**src/rtl/nes_pkg.sv**
```systemverilog
// Shared NES pad definitions: button bit positions, frame width and FSM state encoding.
// The console-side receiver uses the same package.
package nes_pkg;

  localparam int NES_BITS = 8;

  localparam int BTN_A      = 0;
  localparam int BTN_B      = 1;
  localparam int BTN_SELECT = 2;
  localparam int BTN_START  = 3;
  localparam int BTN_UP     = 4;
  localparam int BTN_DOWN   = 5;
  localparam int BTN_LEFT   = 6;
  localparam int BTN_RIGHT  = 7;

  typedef enum logic [1:0] {
    ST_IDLE  = 2'd0,
    ST_LOAD  = 2'd1,
    ST_SHIFT = 2'd2,
    ST_DONE  = 2'd3
  } nes_state_t;

endpackage

```
**src/rtl/nes_sync_edge.sv**
```systemverilog
// Pin synchroniser (SYNC_STAGES flops) followed by one edge-detect flop.
// o_rise/o_fall are single-cycle pulses aligned with the synchronised level change.
module nes_sync_edge #(
  parameter int SYNC_STAGES = 2
) (
  input  logic clk,
  input  logic reset,
  input  logic i_pin,
  output logic o_level,
  output logic o_rise,
  output logic o_fall
);

  logic [SYNC_STAGES-1:0] r_sync;
  logic                   r_prev;

  always_ff @(posedge clk or posedge reset) begin
    if (reset) begin
      r_sync <= '0;
      r_prev <= 1'b0;
    end else begin
      r_sync <= {r_sync[SYNC_STAGES-2:0], i_pin};
      r_prev <= r_sync[SYNC_STAGES-1];
    end
  end

  assign o_level = r_sync[SYNC_STAGES-1];
  assign o_rise  = r_sync[SYNC_STAGES-1] & ~r_prev;
  assign o_fall  = ~r_sync[SYNC_STAGES-1] & r_prev;

endmodule

```
**src/rtl/nes_controller_responder.sv**
```systemverilog
// Emulates the 4021 shift register inside a standard NES pad (device side of the serial link).
// Optional turbo on A/B is enabled by defining NES_TURBO_EN.
module nes_controller_responder
  import nes_pkg::*;
#(
  parameter int SYNC_STAGES  = 2,
  parameter int TURBO_PERIOD = 4
) (
  input  logic                clk,
  input  logic                reset,
  input  logic                i_nes_latch,
  input  logic                i_nes_clk,
  input  logic [NES_BITS-1:0] i_buttons,
  input  logic                i_turbo_a,
  input  logic                i_turbo_b,
  output logic                o_nes_data,
  output logic                o_busy,
  output logic [3:0]          o_bits_sent,
  output logic                o_frame_strobe
);

  logic                w_latch_lvl, w_latch_rise, w_latch_fall;
  logic                w_clk_lvl, w_clk_rise, w_clk_fall;
  logic [NES_BITS-1:0] w_buttons_eff;

  nes_state_t          r_state, w_state_next;
  logic [NES_BITS-1:0] r_shift, w_shift_next;
  logic [3:0]          r_bits, w_bits_next;
  logic                r_nes_data, w_data_next;
  logic                r_frame_strobe, w_strobe_next;

  nes_sync_edge #(.SYNC_STAGES(SYNC_STAGES)) u_sync_latch (
    .clk     (clk),
    .reset   (reset),
    .i_pin   (i_nes_latch),
    .o_level (w_latch_lvl),
    .o_rise  (w_latch_rise),
    .o_fall  (w_latch_fall)
  );

  nes_sync_edge #(.SYNC_STAGES(SYNC_STAGES)) u_sync_clk (
    .clk     (clk),
    .reset   (reset),
    .i_pin   (i_nes_clk),
    .o_level (w_clk_lvl),
    .o_rise  (w_clk_rise),
    .o_fall  (w_clk_fall)
  );

  logic w_unused_edges;
  assign w_unused_edges = &{1'b0, w_latch_rise, w_clk_lvl, w_clk_fall};

`ifdef NES_TURBO_EN
  localparam int TC_W = (TURBO_PERIOD > 1) ? $clog2(TURBO_PERIOD) : 1;

  logic [TC_W-1:0] r_turbo_cnt;
  logic            r_turbo_phase;

  // Phase flips once every TURBO_PERIOD latch frames.
  always_ff @(posedge clk or posedge reset) begin
    if (reset) begin
      r_turbo_cnt   <= '0;
      r_turbo_phase <= 1'b0;
    end else if (r_frame_strobe) begin
      if (r_turbo_cnt == TC_W'(TURBO_PERIOD - 1)) begin
        r_turbo_cnt   <= '0;
        r_turbo_phase <= ~r_turbo_phase;
      end else begin
        r_turbo_cnt <= r_turbo_cnt + 1'b1;
      end
    end
  end

  always_comb begin
    w_buttons_eff        = i_buttons;
    w_buttons_eff[BTN_A] = i_buttons[BTN_A] & ~(i_turbo_a & r_turbo_phase);
    w_buttons_eff[BTN_B] = i_buttons[BTN_B] & ~(i_turbo_b & r_turbo_phase);
  end
`else
  logic w_unused_turbo;
  assign w_unused_turbo = &{1'b0, i_turbo_a, i_turbo_b, TURBO_PERIOD[0]};
  assign w_buttons_eff  = i_buttons;
`endif

  always_ff @(posedge clk or posedge reset) begin
    if (reset) begin
      r_state        <= ST_IDLE;
      r_shift        <= '1;
      r_bits         <= '0;
      r_nes_data     <= 1'b1;
      r_frame_strobe <= 1'b0;
    end else begin
      r_state        <= w_state_next;
      r_shift        <= w_shift_next;
      r_bits         <= w_bits_next;
      r_nes_data     <= w_data_next;
      r_frame_strobe <= w_strobe_next;
    end
  end

  // Latch level has priority over everything, so a coincident clock edge never shifts.
  always_comb begin
    w_state_next = r_state;
    if (w_latch_lvl) begin
      w_state_next = ST_LOAD;
    end else begin
      case (r_state)
        ST_LOAD:  if (w_latch_fall) w_state_next = ST_SHIFT;
        ST_SHIFT: if (w_clk_rise && r_bits == 4'(NES_BITS - 1)) w_state_next = ST_DONE;
        default:  w_state_next = r_state;
      endcase
    end
  end

  always_comb begin
    w_shift_next  = r_shift;
    w_bits_next   = r_bits;
    w_data_next   = 1'b1;
    w_strobe_next = (r_state == ST_LOAD) && (w_state_next == ST_SHIFT);
    if (w_state_next == ST_LOAD) begin
      w_shift_next = ~w_buttons_eff;
      w_bits_next  = '0;
    end else if (r_state == ST_SHIFT && w_clk_rise) begin
      w_shift_next = {1'b1, r_shift[NES_BITS-1:1]};
      w_bits_next  = r_bits + 1'b1;
    end
    if (w_state_next == ST_LOAD || w_state_next == ST_SHIFT) begin
      w_data_next = w_shift_next[BTN_A];
    end
  end

  assign o_nes_data     = r_nes_data;
  assign o_busy         = (r_state == ST_LOAD) || (r_state == ST_SHIFT);
  assign o_bits_sent    = r_bits;
  assign o_frame_strobe = r_frame_strobe;

endmodule

```
**config.mk**
```make
export PLATFORM = sky130hd
export DESIGN_NAME = nes_controller_responder
export DESIGN_NICKNAME = d
export VERILOG_FILES = /design/src/rtl/nes_pkg.sv /design/src/rtl/nes_sync_edge.sv /design/src/rtl/nes_controller_responder.sv
export SDC_FILE = /design/constraint.sdc
export NUM_CORES = 1
export LEC_CHECK = 0
export ABC_AREA = 1
export CORE_UTILIZATION = 49
export CTS_BUF_LIST = sky130_fd_sc_hd__clkbuf_16
export DETAILED_ROUTE_END_ITERATION = 6
export GPL_TIMING_DRIVEN = 0
export PLACE_DENSITY = 0.77
export SLEW_MARGIN = 20
export SYNTH_ARGS = -nofsm -noshare
export SYNTH_HDL_FRONTEND = slang
export SYNTH_SLANG_ARGS = --single-unit
```
**constraint.sdc**
```tcl
create_clock -name clk -period 2 [get_ports clk]
set_input_delay 0.4 -clock clk [delete_from_list [all_inputs] [get_ports clk]]
set_output_delay 0.4 -clock clk [all_outputs]
set_load 0.02 [all_outputs]
```
==> results.json <==
{
  "status": "finished clean",
  "max_slew.worst_pin.slew_ps": 821.6,
  "port_buffers": 18,
  "chipWidth_um": 47.40,
  "crit_fanout": 10,
  "syn-cell-area_mm2": 0.001010,
  "synth_xor_area_frac": 0.008674,
  "crit_type": "reg2reg",
  "grt_pass1_wl_um": 2939,
  "drc": 0,
  "drt_iter0_markers": 10,
  "hpwl_um": 1381,
  "synth_most_common_cell": "nand2_1",
  "num_rows": 16,
  "peakVddDrop_mv": 0.9218,
  "area_delta_synth_final_pct": 37.17,
  "first_pass_iters": 4,
  "cpLargestDelayFamily": "simple AND/OR/NAND/NOR gates",
  "finClkSkew_ps": 3.416,
  "cp-start-kind": "flop",
  "finalMaxSlewViolations": 0,
  "power_frac_comb": 0.417,
  "synth_top_area_cell": "dfrtp_1",
  "overflow": 0,
  "syn_avg_cell_area_um2": 9.097,
  "relSlewSlack": 0.4516,
  "top_usage_layer": "met2",
  "vias_per_cell": 4.920,
  "path_buf_inv": 3,
  "power_density_mw_per_mm2": 1407,
  "postPlaceCellArea_mm2": 0.001224,
  "power_mw": 1.948,
  "cpPeakStageDelay_ps": 400,
  "numCtsBuffers": 3,
  "stdcell_count": 162,
  "antenna_cells": 0,
  "utilization": 0.7133,
  "p_sw_frac": 0.3583,
  "crit_required_ps": 2190,
  "dp.cells": 156,
  "multiInputGateArea_um2": 459.2,
  "ys_ff_latch": 22,
  "fin_nets": 156,
  "hold_viol": 0,
  "synth_fa_ha_area_frac": 0.07435,
  "use_met3": 0.03462,
  "grtUsageMet2": 0.3726,
  "coreArea_mm2": 0.001942,
  "dieArea_mm2": 0.002246,
  "antenna_found_initial": 0,
  "finalCritPeriodShare": 0.9415,
  "ctsHoldBuffers": 0,
  "drtAntennaViolNets": 0,
  "cts_tree": "yes",
  "grt_util_met1": 0.2034,
  "seq_area_um2": 563.0,
  "leakage_nw": 0.6415,
  "drive_above_1_share": 0.2222,
  "crit_chain": "inv_2 > ha_4 > nand2_1 > nor2_4 > nand4_1 > nand3_2 > ha_4 > inv_2 > clkbuf_4 > or2_1 > nand3_1",
  "synth_top_family_by_area": "simple AND/OR/NAND/NOR gates",
  "fin_ws_ps": 117.0,
  "period_minus_slack_ps": 1883,
  "clkLatencyLatePin_ps": 250,
  "clockBufferDepth": 2,
  "n_fill_cell": 156,
  "async_reset_ff_frac": 1.000,
  "crit_slowest_cell": "dfrtp_1",
  "endpoint_kind": "flop",
  "grt_pass1_vias": 733,
  "ys_warn_count": 0,
  "wl_um": 2014,
  "place_congestion": 0.7568,
  "fp.dieH_um": 47.40,
  "yosysSeqAreaShare": 0.5564,
  "synth-compound-area-share": 0.02230,
  "drv_cap": 0,
  "grt.total_usage": 0.1955,
  "seq_power_share": 0.371,
  "synth_edf_count": 0,
  "synthSimpleGateAreaFrac": 0.2850,
  "clkPwrFrac": 0.212,
  "synthTopCellsByArea": "dfrtp_1 32%, dfstp_2 23%, nand2_1 12%",
  "p_int_mw": 1.250,
  "clk_pin_slew_worst_paths_ps": 60,
  "ys.flop_type": "dfrtp_1",
  "postLayoutCellArea_mm2": 0.001385,
  "wl_per_cell_um": 12.43,
  "ys_types": 18,
  "synthMuxAreaShare": 0,
  "synth_nets": 131,
  "crit_arrival_ps": 2070,
  "yosysTopAreaCellShare": 0.3222,
  "fmax_ghz": 0.5311,
  "grt_max_degree": 23,
  "pre_cts_slack_ps": -76.09,
  "synthTopCellsByCount": "31 x nand2_1, 13 x dfrtp_1, 13 x nand3_1",
  "initial_utilization": 0.5200,
  "hp-class": "reg2reg",
  "cts.sinks": 22,
  "netlist_instances": 111,
  "setup_violations": 0,
  "htree_levels": 1,
  "dr_total_vias": 797,
  "root_buffer": "clkbuf_16",
  "io-pin-count": 21,
  "p_sw_mw": 0.6981
}
==> layer usage <==
layer / vias up / routed length [µm]
li1: 402 / -
met1: 379 / 834
met2: 12 / 1110
met3: 4 / 42
met4: 0 / 27
met5: - / 0
==> power groups by stage <==
| stage | registers [mW] | logic [mW] | clock network [mW] |
|---|---|---|---|
| floorplan | 0.732 | 0.474 | 0 |
| global placement | 0.713 | 0.678 | 0 |
| detailed placement | 0.719 | 0.706 | 0 |
| CTS | 0.716 | 0.770 | 0.422 |
| global route | 0.737 | 0.907 | 0.436 |
| finish | 0.723 | 0.811 | 0.413 |
==> flip-flops by register name, indices dropped and copies added, names as in the netlist <==
name / cells
u_sync_latch.r_prev: 1
o_frame_strobe: 1
r_shift: 8
r_state: 2
u_sync_clk.r_prev: 1
u_sync_clk.r_sync: 2
o_nes_data: 1
u_sync_latch.r_sync: 2
o_bits_sent: 4
==> logic make-up (layout without fill, tap and decap cells) <==
group | Yosys count | in the layout
AND/OR/NAND/NOR | 64 | 64
flip-flops | 22 | 22
buffers and inverters | 14 | 38
adder cells (fa/ha/maj) | 6 | 6
AO/OA/AOI/OAI | 4 | 4
XOR/XNOR | 1 | 1
==> placed cells by master (no fill, tap or decap), types with 2 or more instances in the layout <==
cell type and instances:
ha_4 3, nand3_2 2, buf_4 2, or2_1 6, nand2_1 31, dfrtp_1 12, inv_1 10, nor2_1 7
clkbuf_16 3, clkdlybuf4s50_1 17, dfstp_2 9, ha_1 3, nand3_1 12, inv_2 3, nand4_1 2, nor2_4 2
==> repair_timing <==
action | 4_1_cts | 5_1_grt
gates cloned | 0 | 0
pin swaps | 1 | 1
buffers inserted | 0 | 2
gates resized for setup | 10 | 8
endpoints found under the setup margin | 12 | 12
==> final timing paths <==
kind | startpoint | endpoint | slack (ps) | cells past startpoint
worst min register to register | u_sync_latch.r_sync[0] | u_sync_latch.r_sync[1] | 350 | 0
worst max register to register | r_state[0] | r_shift[1] | 120 | 11
worst max-delay path | r_state[0] | r_shift[1] | 120 | 11
worst min-delay path | u_sync_latch.r_sync[0] | u_sync_latch.r_sync[1] | 350 | 0
min in group asynchronous | reset | u_sync_clk.r_sync[0] | 610 | 2
max in group asynchronous | reset | r_state[1] | 830 | 2
==> per-stage QoR <==
| step | setup TNS, ps | hold WS (ps) |
|---|---|---|
| after floorplan | 0 | 331.2 |
| after global placement | 0 | 334.8 |
| after detailed placement | -553.0 | 335.5 |
| after CTS | 0 | 348.3 |
| after global routing | -1.470 | 355.2 |
| final | 0 | 350.9 |
==> worst register-to-register path, cell delays in order, from the launching register on <==
cell	delay [ps]
dfrtp_1	400
inv_2	120
ha_4	160
nand2_1	90
nor2_4	140
nand4_1	120
nand3_2	120
ha_4	170
inv_2	40
clkbuf_4	170
or2_1	210
nand3_1	80
==> layout make-up <==
class                      count  share of cell area
clock inverter                 1            0.002710
tap                           27             0.02439
buffer                         1            0.005420
sequential                    22              0.4065
timing repair buffer          20              0.1400
inverter                      13             0.03523
clock buffer                   3             0.05420
multi-input combinational     75              0.3315
Note: power is estimated with default switching activity, not from simulation.
